### src/rtl/spi_slv_regfile.sv
// SPI mode-0 slave giving access to six 8-bit registers.
// Each frame carries command/data byte pairs. The command byte holds bit7 = read
// and bits[2:0] = address. All SPI inputs are oversampled in the clk domain.
module spi_slv_regfile #(
  parameter int         SYNC_STAGES = 2,
  parameter logic [7:0] RST_VAL     = 8'h00
) (
  input  logic       clk,
  input  logic       reset,
  input  logic       sclk,
  input  logic       mosi,
  input  logic       ss_n,
  output logic       miso,
  output logic [7:0] slv_reg0,
  output logic [7:0] slv_reg1,
  output logic [7:0] slv_reg2,
  output logic [7:0] slv_reg3,
  output logic [7:0] slv_reg4,
  output logic [7:0] slv_reg5,
  output logic       wr_strobe,
  output logic [2:0] wr_addr
);

  typedef enum logic [1:0] {IDLE, CMD, DATA} state_t;

  state_t                 state, state_nxt;
  logic [SYNC_STAGES-1:0] sclk_sync, mosi_sync, ss_sync, vld_sync;
  logic                   sclk_s, mosi_s, ss_s, vld_s;
  logic                   sclk_p1;
  logic                   sclk_rise, sclk_fall;
  logic                   armed;
  logic [2:0]             bit_cnt;
  logic [7:0]             rx_sr, rx_nxt;
  logic [7:0]             tx_sr;
  logic                   cmd_rd;
  logic [2:0]             cmd_addr;
  logic [7:0]             rd_val;
  logic                   byte_done, cmd_done, wr_commit;
  logic [7:0]             regs [6];

  // Stage p0: synchronizer chains. vld_sync marks when the ss_n chain holds real samples
  // rather than reset fill, so a frame already in progress at reset release is not mistaken for a new one.
  always_ff @(posedge clk) begin
    if (reset) begin
      sclk_sync <= '0;
      mosi_sync <= '0;
      ss_sync   <= '1;
      vld_sync  <= '0;
      sclk_p1   <= 1'b0;
    end else begin
      sclk_sync <= {sclk_sync[SYNC_STAGES-2:0], sclk};
      mosi_sync <= {mosi_sync[SYNC_STAGES-2:0], mosi};
      ss_sync   <= {ss_sync[SYNC_STAGES-2:0], ss_n};
      vld_sync  <= {vld_sync[SYNC_STAGES-2:0], 1'b1};
      sclk_p1   <= sclk_s;
    end
  end

  assign sclk_s    = sclk_sync[SYNC_STAGES-1];
  assign mosi_s    = mosi_sync[SYNC_STAGES-1];
  assign ss_s      = ss_sync[SYNC_STAGES-1];
  assign vld_s     = vld_sync[SYNC_STAGES-1];
  assign sclk_rise = sclk_s & ~sclk_p1;
  assign sclk_fall = ~sclk_s & sclk_p1;

  // Stage p1: byte assembly and event decode
  assign rx_nxt    = {rx_sr[6:0], mosi_s};
  assign byte_done = sclk_rise && (bit_cnt == 3'd7) && (state != IDLE);
  assign cmd_done  = byte_done && (state == CMD) && !ss_s;
  // A write that completes on the same cycle that ss_n rises is still committed.
  assign wr_commit = byte_done && (state == DATA) && !cmd_rd && (cmd_addr < 3'd6);

  // Read source mux; invalid addresses read as zero
  always_comb begin
    rd_val = 8'h00;
    case (rx_nxt[2:0])
      3'd0: rd_val = regs[0];
      3'd1: rd_val = regs[1];
      3'd2: rd_val = regs[2];
      3'd3: rd_val = regs[3];
      3'd4: rd_val = regs[4];
      3'd5: rd_val = regs[5];
      default: rd_val = 8'h00;
    endcase
  end

  // State register
  always_ff @(posedge clk) begin
    if (reset) state <= IDLE;
    else       state <= state_nxt;
  end

  // Next-state logic; ss_n high always wins over byte completion
  always_comb begin
    state_nxt = state;
    case (state)
      IDLE: if (armed && !ss_s) state_nxt = CMD;
      CMD: begin
        if (ss_s)           state_nxt = IDLE;
        else if (byte_done) state_nxt = DATA;
      end
      DATA: begin
        if (ss_s)           state_nxt = IDLE;
        else if (byte_done) state_nxt = CMD;
      end
      default: state_nxt = IDLE;
    endcase
  end

  // Stage p2: shift registers, command latch and register writes
  always_ff @(posedge clk) begin
    if (reset) begin
      armed     <= 1'b0;
      bit_cnt   <= 3'd0;
      rx_sr     <= 8'h00;
      tx_sr     <= 8'h00;
      cmd_rd    <= 1'b0;
      cmd_addr  <= 3'd0;
      wr_strobe <= 1'b0;
      wr_addr   <= 3'd0;
      for (int i = 0; i < 6; i++) regs[i] <= RST_VAL;
    end else begin
      wr_strobe <= 1'b0;
      if (ss_s && vld_s) armed <= 1'b1;

      if (state == IDLE || ss_s) begin
        bit_cnt <= 3'd0;
        rx_sr   <= 8'h00;
      end else if (sclk_rise) begin
        rx_sr   <= rx_nxt;
        bit_cnt <= bit_cnt + 3'd1;
        if (cmd_done) begin
          cmd_rd   <= rx_nxt[7];
          cmd_addr <= rx_nxt[2:0];
          tx_sr    <= rx_nxt[7] ? rd_val : 8'h00;
        end
      end else if (sclk_fall && state == DATA && cmd_rd && bit_cnt != 3'd0) begin
        tx_sr <= {tx_sr[6:0], 1'b0};
      end

      if (wr_commit) begin
        wr_strobe <= 1'b1;
        wr_addr   <= cmd_addr;
        for (int i = 0; i < 6; i++) begin
          if (cmd_addr == 3'(i)) regs[i] <= rx_nxt;
        end
      end
    end
  end

  assign miso     = (state == DATA && cmd_rd) ? tx_sr[7] : 1'b0;
  assign slv_reg0 = regs[0];
  assign slv_reg1 = regs[1];
  assign slv_reg2 = regs[2];
  assign slv_reg3 = regs[3];
  assign slv_reg4 = regs[4];
  assign slv_reg5 = regs[5];

endmodule
### config.mk
export PLATFORM = sky130hd
export DESIGN_NAME = spi_slv_regfile
export DESIGN_NICKNAME = d
export VERILOG_FILES = /design/src/rtl/spi_slv_regfile.sv
export SDC_FILE = /design/constraint.sdc
export NUM_CORES = 1
export LEC_CHECK = 0
export BUFFER_PORTS_ARGS = -buffer_cell sky130_fd_sc_hd__buf_4
export CAP_MARGIN = 20
export CORE_MARGIN = 2
export CORE_UTILIZATION = 35
export CTS_CLUSTER_DIAMETER = 60
export CTS_CLUSTER_SIZE = 16
export DETAILED_ROUTE_END_ITERATION = 8
export MAX_ROUTING_LAYER = met4
export SLEW_MARGIN = 20
export SYNTH_ARGS = -nofsm -noshare
export SYNTH_HDL_FRONTEND = slang
export SYNTH_SLANG_ARGS = --single-unit
### constraint.sdc
create_clock -name clk -period 2.7 [get_ports clk]
set_input_delay 0.54 -clock clk [delete_from_list [all_inputs] [get_ports clk]]
set_output_delay 0.54 -clock clk [all_outputs]
set_load 0.1 [all_outputs]
# Word level (Yosys, flattened, before mapping)
# Memory sizes are Yosys's and may differ from the RTL's.
# Cells that the tools add are included.
[op_classes] bitwise=11 mux=46 eq_ne=17 n_div=0 order_cmp=1 add_sub_neg=1 n_reduce_logical=26 shifts=0 mul=0
[ops] operator="$mux 8" n=10
[ops] operator="$pmux 8 s6" n=1
[ops] operator="$mux 1" n=29
[ops] operator="$eq 3x3->1 const B" n=5
[ops] operator="$logic_and 1x1->1" n=13
[ops] operator="$eq 3x2->1 const B" n=4
[ops] operator="$mux 2" n=5
[ops] operator="$reduce_and 3->1" n=3
[ops] operator="$eq 3x1->1 const B" n=2
[ops] operator="$logic_not 3->1" n=2
[ops] operator="$ne 3x3->1 const B" n=2
[ops] operator="$or 1x1->1" n=6
[ops] operator="$pmux 2 s3" n=1
[ops] operator="$reduce_bool 2->1" n=2
[ops] operator="$add 3x1->3 const B" n=1
[ops] operator="$lt 3x3->1 const B" n=1
[ops] operator="$not 1->1" n=3
[ops] operator="$reduce_bool 3->1" n=1
[ops] operator="$and 1x1->1" n=2
[ops] operator="$eq 2x1->1 const B" n=1
[ops] operator="$eq 2x2->1 const B" n=1
[ops] operator="$logic_not 1->1" n=2
[ops] operator="$logic_not 2->1" n=1
[ops] operator="$ne 2x1->1 const B" n=1
[ops] operator="other kinds (3)" n=3
[word_totals] ff_bits=38 memories=1 latch_bits=0 rom_bits=0 ramBits=48 elab_cells=118 in_bits=5 output_inout_bits=53
[mem_list] memory="regs" depth=6 width=8 read_ports=6 rd_clocked_by_memory_dff=0 wr=6 line="39" text="logic [7:0] regs [6];"

# Longest topological paths before layout
# Gate-level depths: netlist of run 1.
[logic_depth] depth_word=11 depth_mapped=7 ltp_nobuf=6

# Worst setup path before layout of run 1
# OpenSTA, ideal clock, no wires.
[synth_timing] path_kind="register to output" from="reg state[0]" to="out miso" n_path_buf=1 setup_slack_ns=0.300 arrival_ns=1.860 path_stages_with_launch=4 path_cell_list="dfxtp_1 > buf_2 > nand3b_1 > nor2_1"
[synth_between] elab_chain_len=3
[synth_rtl] element="start, declared" line="26" text="state_t state, state_nxt;"
[synth_rtl] element="start signal, assigned" line="90" text="else state <= state_nxt;"
[synth_rtl] element="$eq 2x2->1" line="151" text="assign miso = (state == DATA && cmd_rd) ? tx_sr[7] : 1'b0;"
[synth_rtl] element="$logic_and 1x1->1" line="151"
[synth_rtl] element="$mux 1" line="151"
[synth_rtl] element="end, declared" line="13" text="output logic miso,"
# No other way between the ends.

==> results.json, run 1 <==
{
  "outcome": "completed",
  "hold_start": "ss_n",
  "worst_pin_slew_ns": 0.913,
  "yosysWarnings": 0,
  "powerDensity_nw_per_um2": 599,
  "hold_class": "in -> reg",
  "ir_drop_mv": 0.289,
  "synth-compound-area-share": 0.0865,
  "synthTopCellsByCount": "and2_1 (48), edfxtp_1 (48), dfxtp_1 (38)",
  "drtPass1Iterations": 4,
  "rows": 38,
  "crit_top_cell": "ha_1",
  "postSynthCellCount": 330,
  "die_y_um": 108,
  "synthAdderAreaFrac": 0.00986,
  "cts-hold-fix-buffers": 0,
  "synth_top_family_by_area": "simple AND/OR/NAND/NOR gates",
  "p_clk_frac": 0.327,
  "route.detailed.drc": 0,
  "crit_start": "bit_cnt[0]$_SDFFE_PP0N_",
  "power.switching_uw": 856,
  "setup_tns_ns": 0,
  "wl_per_cell_um": 17.8,
  "post_cts_buffers": 0,
  "async_reset_ff_frac": 0,
  "cp_max_fo": 8,
  "synth_xor_area_frac": 0.00230,
  "cts_sinks": 86,
  "combinationalPowerShare": 0.154,
  "drt_wl_total_um": 9580,
  "cts_max_path_buffers": 2,
  "skew_ns": 0.0186,
  "grt_pass1_wl_um": 14900,
  "die-area_um2": 11700,
  "htree_levels": 3,
  "placedCellCount": 523,
  "dp_hpwl_um": 6890,
  "antenna_found_initial": 0,
  "antenna_left": 0,
  "max_stage_delay_ns": 0.60,
  "synth-edff-count": 48,
  "clock_latency_ns": 0.36,
  "routed_via_density": 5.15,
  "synth_mux_area_frac": 0.0707,
  "critical_path_class": "reg -> reg",
  "setup_ws_ns": 0.503,
  "place_ws_ns": 0.506,
  "hold_viol_final": 0,
  "synth_nets": 338,
  "syn_to_final_growth_pct": 22.9,
  "maxSlewViolCount": 0,
  "core_um2": 10700,
  "yosys-top-cells-area": "edfxtp_1 (38%), dfxtp_1 (20%), and2_1 (7.9%), mux2i_1 (5.0%), nand2_1 (2.4%)",
  "post_cts_resized": 0,
  "path_cells": "ha_1, ha_1, nand3b_2, or4_4, nor3_4, and2_1",
  "start_util": 0.354,
  "ys_seq_area_frac": 0.579,
  "fillers": 1041,
  "cp_slowest_cell": "or4_4",
  "finalCritPeriodShare": 0.814,
  "drv_cap": 0,
  "p_total_uw": 2800,
  "fin_nets": 402,
  "synth_top_area_share": 0.379,
  "die-width_um": 108,
  "cts_buffers": 9,
  "synth_area_um2": 3810,
  "vias": 2777,
  "antenna_cells": 0,
  "synthSimpleGateAreaFrac": 0.221,
  "io_pins": 58,
  "cts_tree": "built",
  "fin_crit_ns": 2.20,
  "yosys.area.top_type": "edfxtp_1",
  "cp-end-kind": "flop",
  "leakage_uw": 0.00170,
  "slew_headroom": 0.391,
  "synth_area_per_cell_um2": 11.5,
  "p_seq_frac": 0.519,
  "crit_family": "simple AND/OR/NAND/NOR gates",
  "grt_max_degree": 30,
  "p_int_uw": 1940,
  "track_usage": 0.178,
  "critical_path_buf_inv_count": 0,
  "grt_pass1_vias": 2717,
  "crit_arrival_ns": 2.43,
  "drt_iter0_drc": 200,
  "synthDistinctLibCells": 56,
  "reg2reg_from": "bit_cnt[0]$_SDFFE_PP0N_",
  "required_ns": 2.93,
  "p_sw_frac": 0.306,
  "timing.hold.ws_ns": 0.362,
  "clockRootBuffer": "clkbuf_8",
  "cts.clk_slew.worst_paths_ns": 0.09,
  "setup_viol": 0,
  "port_buffers": 57,
  "drive_gt1_frac": 0.268,
  "worstSetupStartpointType": "flop",
  "synthFlopType": "edfxtp_1",
  "max_freq_ghz": 0.455,
  "rsz0062_at_grt": "false",
  "gp_congestion": 0.891,
  "stdcell_count": 539,
  "grt-ovfl-total": 0,
  "ys_seq_elements": 86
}
[sequential cells by signal (all words and copies together), names as in the netlist]
signal     cells
sclk_p1        1
ss_sync        2
bit_cnt        3
sclk_sync      2
wr_strobe      1
wr_addr        3
tx_sr          8
state          2
mosi_sync      2
cmd_rd         1
vld_sync       2
cmd_addr       3
regs          48
rx_sr          7
armed          1
[stage by stage]
stage               area, µm²  utilization
finish                   4680        0.435
CTS                      4680        0.435
floorplan                3810            -
global route             4680        0.435
detailed placement       4480        0.417
global placement         4480        0.417
[layout by cell type (no fill, tap or decap), drive strengths merged, types with 2 or more instances in the layout]
cell,instances
buf,73
and2,49
edfxtp,48
dfxtp,38
nand2,24
mux2i,19
nor2,18
a21oi,15
nor3,15
clkbuf,10
inv,9
nor2b,8
o21ai,6
a311oi,5
clkinv,5
o31ai,4
nand2b,4
o41ai,3
o22ai,3
mux4,3
ha,3
nand3b,3
or4b,3
nand3,2
or2,2
a221oi,2
a211oi,2
and3,2
o32ai,2
or4,2
nor4,2
[kinds of logic after synthesis]
logic type,after synthesis
XOR/XNOR,1
buffers and inverters,29
multiplexers,23
flip-flops,86
AND/OR/NAND/NOR,140
adder cells (fa/ha/maj),3
AO/OA/AOI/OAI,48
[power by group through the flow]
stage               clock network [µW]  logic (µW)  registers (µW)
detailed placement                   0         433            1480
finish                             916         431            1450
global placement                     0         433            1480
CTS                                930         434            1450
global route                       979         443            1460
floorplan                            0        57.9            1750
[path summary, 6_finish.rpt]
path	endpoint	slack [ns]	cells after the start
hold / removal	ss_sync[0]$_SDFF_PP1_	0.36	2
hold reg to reg	ss_sync[1]$_SDFF_PP1_	0.42	1
setup / recovery	regs[0][0]$_SDFFCE_PN0P_	0.50	6
setup reg to reg	regs[0][0]$_SDFFCE_PN0P_	0.50	6
[final cells by class]
type | count | area (µm²) | share of cell area
Sequential cell | 86 | 2200 | 0.471
Multi-Input combinational cell | 215 | 1510 | 0.322
Timing Repair Buffer | 73 | 561 | 0.120
Tap cell | 140 | 175 | 0.0375
Clock buffer | 10 | 128 | 0.0273
Clock inverter | 6 | 71.3 | 0.0152
Inverter | 9 | 33.8 | 0.00722
[routing by layer]
layer | track usage | up-vias | part of all wire
met5 | - | - | 0
met4 | 0.0815 | 0 | 0.023
met3 | 0.0247 | 17 | 0.065
met2 | 0.266 | 84 | 0.47
met1 | 0.240 | 1356 | 0.44
li1 | - | 1320 | -
(Power assumes the default switching activity.)
==> inputs of run 2 (changes only) <==
==> constraint.sdc (replaced) <==
create_clock -name clk -period 1.9 [get_ports clk]
set_input_delay 0.38 -clock clk [delete_from_list [all_inputs] [get_ports clk]]
set_output_delay 0.38 -clock clk [all_outputs]
set_load 0.1 [all_outputs]
==> run 2 against run 1 <==
  * The flow now finishes with violations (negative setup slack)
  * Flip-flop and latch count did not move
  * Non-clock buffer count rose by 30
  * Largest cell class unchanged
  * Combinational power rose by 47%
  * Critical path type unchanged
  * Sequential power rose by 43%
  * Critical endpoint is now regs[0][1]$_SDFFCE_PN0P_
  * Register-to-register slack got worse by 0.53 ns
  * Clock-buffer cell count did not move
  * Hold slack got worse by 0.16 ns
  * Wire length rose by 4.7%
==> results.json, run 2 (synthesis gave the netlist of run 1 again) <==
{
  "outcome": "finished with violations",
  "violations": "negative setup slack",
  "reg2reg_from": "bit_cnt[0]$_SDFFE_PP0N_",
  "powerDensity_nw_per_um2": 819,
  "slew_headroom": 0.640,
  "setup_viol": 9,
  "placedCellCount": 551,
  "reg_top3": "regs x48, tx_sr x8, rx_sr x7",
  "core_um2": 10700,
  "hold_viol_final": 0,
  "antenna_left": 0,
  "cts_max_path_buffers": 2,
  "max_freq_ghz": 0.518,
  "grt_pass1_wl_um": 15500,
  "rows": 38,
  "maxSlewViolCount": 0,
  "die-area_um2": 11700,
  "hold_start": "ss_n",
  "ir_drop_mv": 0.361,
  "io_pins": 58,
  "dpl_cell_area_um2": 4720,
  "die_y_um": 108,
  "met1_usage": 0.238,
  "wl_per_cell_um": 17.6,
  "htree_levels": 3,
  "vias": 2892,
  "crit_start": "bit_cnt[0]$_SDFFE_PP0N_",
  "cp-end-kind": "flop",
  "antenna_cells": 0,
  "setup_ws_ns": -0.0304,
  "finalCritPeriodShare": 1.02,
  "multiInputGateArea_um2": 1600,
  "routed_via_density": 5.08,
  "required_ns": 2.14,
  "p_seq_frac": 0.499,
  "leakage_uw": 0.00191,
  "fin_crit_ns": 1.93,
  "grt_max_degree": 16,
  "layout_common_cells": "buf_4 (99), edfxtp_1 (48), and2_1 (47), dfxtp_1 (31), nand2_1 (23)",
  "skew_ns": 0.0109,
  "grt_pass1_vias": 2808,
  "start_util": 0.354,
  "grtUsageMet3": 0.0295,
  "layout_commonest_cell": "buf_4",
  "power.switching_uw": 1230,
  "rsz0062_at_grt": "true",
  "fillers": 993,
  "p_clk_frac": 0.348,
  "cts_buffers": 9,
  "drt_iter0_drc": 130,
  "busiest_layer": "met2",
  "fin_nets": 432,
  "cts_sinks": 86,
  "track_usage": 0.186,
  "seqCellArea_um2": 2210,
  "cp_max_fo": 8,
  "clock_latency_ns": 0.37,
  "grtUsageMet2": 0.294,
  "p_sw_frac": 0.297,
  "drtPass1Iterations": 4,
  "largest_reg_flops": 48,
  "critical_path_class": "reg -> reg",
  "hold_class": "in -> reg",
  "grt-ovfl-total": 0,
  "clockRootBuffer": "clkbuf_8",
  "antenna_found_initial": 0,
  "drv_cap": 0,
  "cts_tree": "built",
  "port_buffers": 57,
  "die-width_um": 108,
  "drt_wl_total_um": 10000,
  "drive_gt1_frac": 0.366,
  "fin_area_um2": 5050,
  "worst_pin_slew_ns": 0.537,
  "combinationalPowerShare": 0.153,
  "dp_hpwl_um": 7410,
  "worstSetupStartpointType": "flop",
  "route.detailed.drc": 0,
  "crit_arrival_ns": 2.17,
  "gp_congestion": 0.852,
  "cts.clk_slew.worst_paths_ns": 0.09,
  "syn_to_final_growth_pct": 32.7,
  "stdcell_count": 569,
  "regMostFlops": "regs",
  "p_int_uw": 2910
}
run 2: metrics by stage:
step / worst slack [ns] / power (µW) / util / setup TNS (ns) / hold WS [ns]
after global placement: -0.0661 / 2740 / 0.439 / -1.52 / 0.399
after detailed placement: -0.113 / 2740 / 0.439 / -2.69 / 0.399
after CTS: -0.0561 / 4170 / 0.466 / -0.769 / 0.189
final: -0.0304 / 4140 / 0.470 / -0.207 / 0.206
after floorplan: -0.101 / 2580 / - / -2.57 / 0.389
after global routing: -0.128 / 4260 / 0.470 / -1.69 / 0.198
run 2: layout make-up:
cell class | instances | share of cell area
Clock buffer | 10 | 0.0253
Timing Repair Buffer | 103 | 0.160
Multi-Input combinational cell | 215 | 0.317
Inverter | 9 | 0.00669
Clock inverter | 6 | 0.0186
Tap cell | 140 | 0.0347
Sequential cell | 86 | 0.438
run 2: repair_timing:
| action | in CTS | in global routing |
|---|---|---|
| setup buffers | 1 | 1 |
| hold endpoints to repair | 0 | 0 |
| gates resized for setup | 13 | 12 |
| setup endpoints to repair | 55 | 60 |
| hold buffers | 0 | 0 |
| pin swaps | 4 | 10 |
run 2: worst paths after layout:
check / to / slack (ns) / cells after the start
max: regs[0][1]$_SDFFCE_PN0P_ / -0.03 / 6
min: ss_sync[0]$_SDFF_PP1_ / 0.21 / 2
max reg2reg: regs[0][1]$_SDFFCE_PN0P_ / -0.03 / 6
min reg2reg: ss_sync[1]$_SDFF_PP1_ / 0.42 / 1
run 2: worst max-delay path, stage by stage (launching register included):
cell and delay, ns:
dfxtp_2 0.36, ha_4 0.14, ha_4 0.15, nand3b_4 0.09, or4_4 0.56, nor3_4 0.34, and2_1 0.18
run 2: power groups by stage:
stage,Combinational [µW],Clock (µW),Sequential [µW]
after CTS,633,1470,2070
after detailed placement,632,0,2110
after global placement,631,0,2110
after floorplan,86.5,0,2490
after global routing,649,1530,2070
final,632,1440,2070
run 2: routing by layer:
metal / wire length (µm) / vias up
met4: 218 / 0
met2: 4800 / 64
met1: 4660 / 1429
met5: 0 / -
met3: 357 / 16
li1: - / 1383
==> inputs of run 3 (changes only) <==
==> constraint.sdc (replaced) <==
create_clock -name clk -period 2.37 [get_ports clk]
set_input_delay 0.474 -clock clk [delete_from_list [all_inputs] [get_ports clk]]
set_output_delay 0.474 -clock clk [all_outputs]
set_load 0.1 [all_outputs]
==> run 3 against run 2 <==
  * The run now ends clean
  * Combinational power is 23% lower
  * Wire length shrank 4.7%
  * Hold slack better by 0.090 ns
  * Critical path depth unchanged
  * Cell area decreased by 7.0%
  * Via count decreased by 4.3%
  * Cell count down 5.1%
  * Total power decreased by 21%
  * Largest power group unchanged
==> results.json, run 3 (synthesis gave the netlist of run 1 again) <==
{
  "drive_gt1_frac": 0.275,
  "crit_family": "simple AND/OR/NAND/NOR gates",
  "max_stage_delay_ns": 0.66,
  "layout_common_cells": "buf_4 (73), and2_1 (48), edfxtp_1 (48), dfxtp_1 (38), nand2_1 (24)",
  "drv_cap": 0,
  "cts.clk_slew.worst_paths_ns": 0.10,
  "p_int_uw": 2230,
  "hold_path_depth": 2,
  "worst_pin_slew_ns": 0.707,
  "route.detailed.drc": 0,
  "drt_iter0_drc": 160,
  "p_seq_frac": 0.508,
  "gp_congestion": 0.886,
  "core_um2": 10700,
  "slew_headroom": 0.526,
  "p_clk_frac": 0.342,
  "fillers": 1046,
  "cp-end-kind": "flop",
  "grt-ovfl-total": 0,
  "p_total_uw": 3260,
  "vias": 2767,
  "cts-hold-fix-buffers": 0,
  "cts_tree": "built",
  "regMostFlops": "regs",
  "drtPass1Iterations": 4,
  "seqCellArea_um2": 2200,
  "post_cts_resized": 0,
  "combinationalPowerShare": 0.150,
  "hold_start": "ss_n",
  "clockRootBuffer": "clkbuf_8",
  "grt_pass1_wl_um": 14900,
  "p_sw_frac": 0.315,
  "io_pins": 58,
  "fin_area_um2": 4700,
  "routed_via_density": 5.12,
  "wl_per_cell_um": 17.7,
  "maxSlewViolCount": 0,
  "grt_pass1_vias": 2651,
  "cp_slowest_cell": "or4b_1",
  "critical_path_class": "reg -> reg",
  "die_y_um": 108,
  "antenna_left": 0,
  "max_freq_ghz": 0.463,
  "crit_arrival_ns": 2.43,
  "rows": 38,
  "antenna_cells": 0,
  "die-width_um": 108,
  "setup_tns_ns": 0,
  "powerDensity_nw_per_um2": 693,
  "cts_sinks": 86,
  "die-area_um2": 11700,
  "drt_wl_total_um": 9570,
  "track_usage": 0.176,
  "finalCritPeriodShare": 0.911,
  "crit_top_cell": "ha_1",
  "critical_path_buf_inv_count": 0,
  "postLayoutCoreUtil": 0.437,
  "r2r-end": "tx_sr[0]$_SDFFE_PP0P_",
  "fin_crit_ns": 2.16,
  "power.switching_uw": 1020,
  "post_cts_buffers": 0,
  "ir_drop_mv": 0.321,
  "r2r_slack_ns": 0.21,
  "path_cells": "ha_1, ha_1, nand3b_2, or4b_1, and4_1, a41o_1",
  "htree_levels": 3,
  "dp_hpwl_um": 6920,
  "layout_commonest_cell": "buf_4",
  "syn_to_final_growth_pct": 23.4,
  "start_util": 0.354,
  "rsz0062_at_grt": "false",
  "fin_nets": 403,
  "reg_top3": "regs x48, tx_sr x8, rx_sr x7",
  "worstSetupStartpointType": "flop",
  "required_ns": 2.64,
  "largest_reg_flops": 48,
  "setup_viol": 0,
  "dpl_cell_area_um2": 4490,
  "cts_max_path_buffers": 2,
  "timing.hold.ws_ns": 0.296,
  "clock_latency_ns": 0.36,
  "holdPathEnd": "ss_sync[0]$_SDFF_PP1_",
  "leakage_uw": 0.00171,
  "outcome": "completed",
  "port_buffers": 57,
  "reg2reg_from": "bit_cnt[0]$_SDFFE_PP0N_",
  "r2r_cells": 6,
  "cp_max_fo": 6,
  "hold_class": "in -> reg",
  "grt_max_degree": 30,
  "skew_ns": 0.0154,
  "multiInputGateArea_um2": 1510,
  "antenna_found_initial": 0,
  "cts_buffers": 9,
  "hold_viol_final": 0
}
run 3: cell count changes in the layout (fill, tap and decap cells not counted), sizes merged:
cell	previous run	this run
buf	103	74
bufinv	2	1
clkbuf	10	9
clkinv	2	1
inv	10	13
run 3: worst reg2reg max path, stage by stage, from the launching register on:
cell and delay, ns:
dfxtp_1 0.38, ha_1 0.16, ha_1 0.26, nand3b_2 0.17
or4b_1 0.66, and4_1 0.26, a41o_1 0.19
run 3: power by group through the flow:
| stage | Sequential [µW] | Combinational [µW] | Clock (µW) |
|---|---|---|---|
| 2_1_floorplan | 2000 | 65.9 | 0 |
| 3_3_place_gp | 1690 | 490 | 0 |
| 3_5_place_dp | 1690 | 491 | 0 |
| 4_1_cts | 1650 | 492 | 1140 |
| 5_1_grt | 1660 | 501 | 1200 |
| 6_report | 1650 | 489 | 1110 |
run 3: worst max-delay path by stage:
stage | end | startpoint | cells past startpoint | slack (ns)
6_report | tx_sr[0]$_SDFFE_PP0P_ | bit_cnt[0]$_SDFFE_PP0N_ | 6 | 0.21
5_1_grt | regs[4][2]$_SDFFCE_PN0P_ | sclk_sync[1]$_SDFF_PP0_ | 4 | 0.06
4_1_cts | regs[4][5]$_SDFFCE_PN0P_ | bit_cnt[0]$_SDFFE_PP0N_ | 6 | 0.19
3_5_place_dp | tx_sr[0]$_SDFFE_PP0P_ | bit_cnt[0]$_SDFFE_PP0N_ | 6 | 0.21
3_3_place_gp | tx_sr[0]$_SDFFE_PP0P_ | bit_cnt[0]$_SDFFE_PP0N_ | 6 | 0.25
2_1_floorplan | miso | state[0]$_SDFFE_PP0P_ | 3 | 0.04
run 3: through the flow:
step | setup WS, ns | cells
finish | 0.210 | 540
global route | 0.0598 | 540
CTS | 0.193 | 540
detailed placement | 0.211 | 524
global placement | 0.254 | 524
floorplan | 0.0361 | 330
run 3: area by class of cell:
cell class / count / share of cell area
Timing Repair Buffer: 74 / 0.121
Multi-Input combinational cell: 215 / 0.321
Clock inverter: 7 / 0.0189
Sequential cell: 86 / 0.469
Clock buffer: 9 / 0.0264
Tap cell: 140 / 0.0373
Inverter: 9 / 0.00719
run 3: layer usage:
metal  share of wire  vias up  global-route usage
met5               0        -                   -
met1            0.46     1363               0.244
met3           0.054       12              0.0205
met4           0.021        0              0.0806
li1                -     1322                   -
met2            0.46       70               0.260
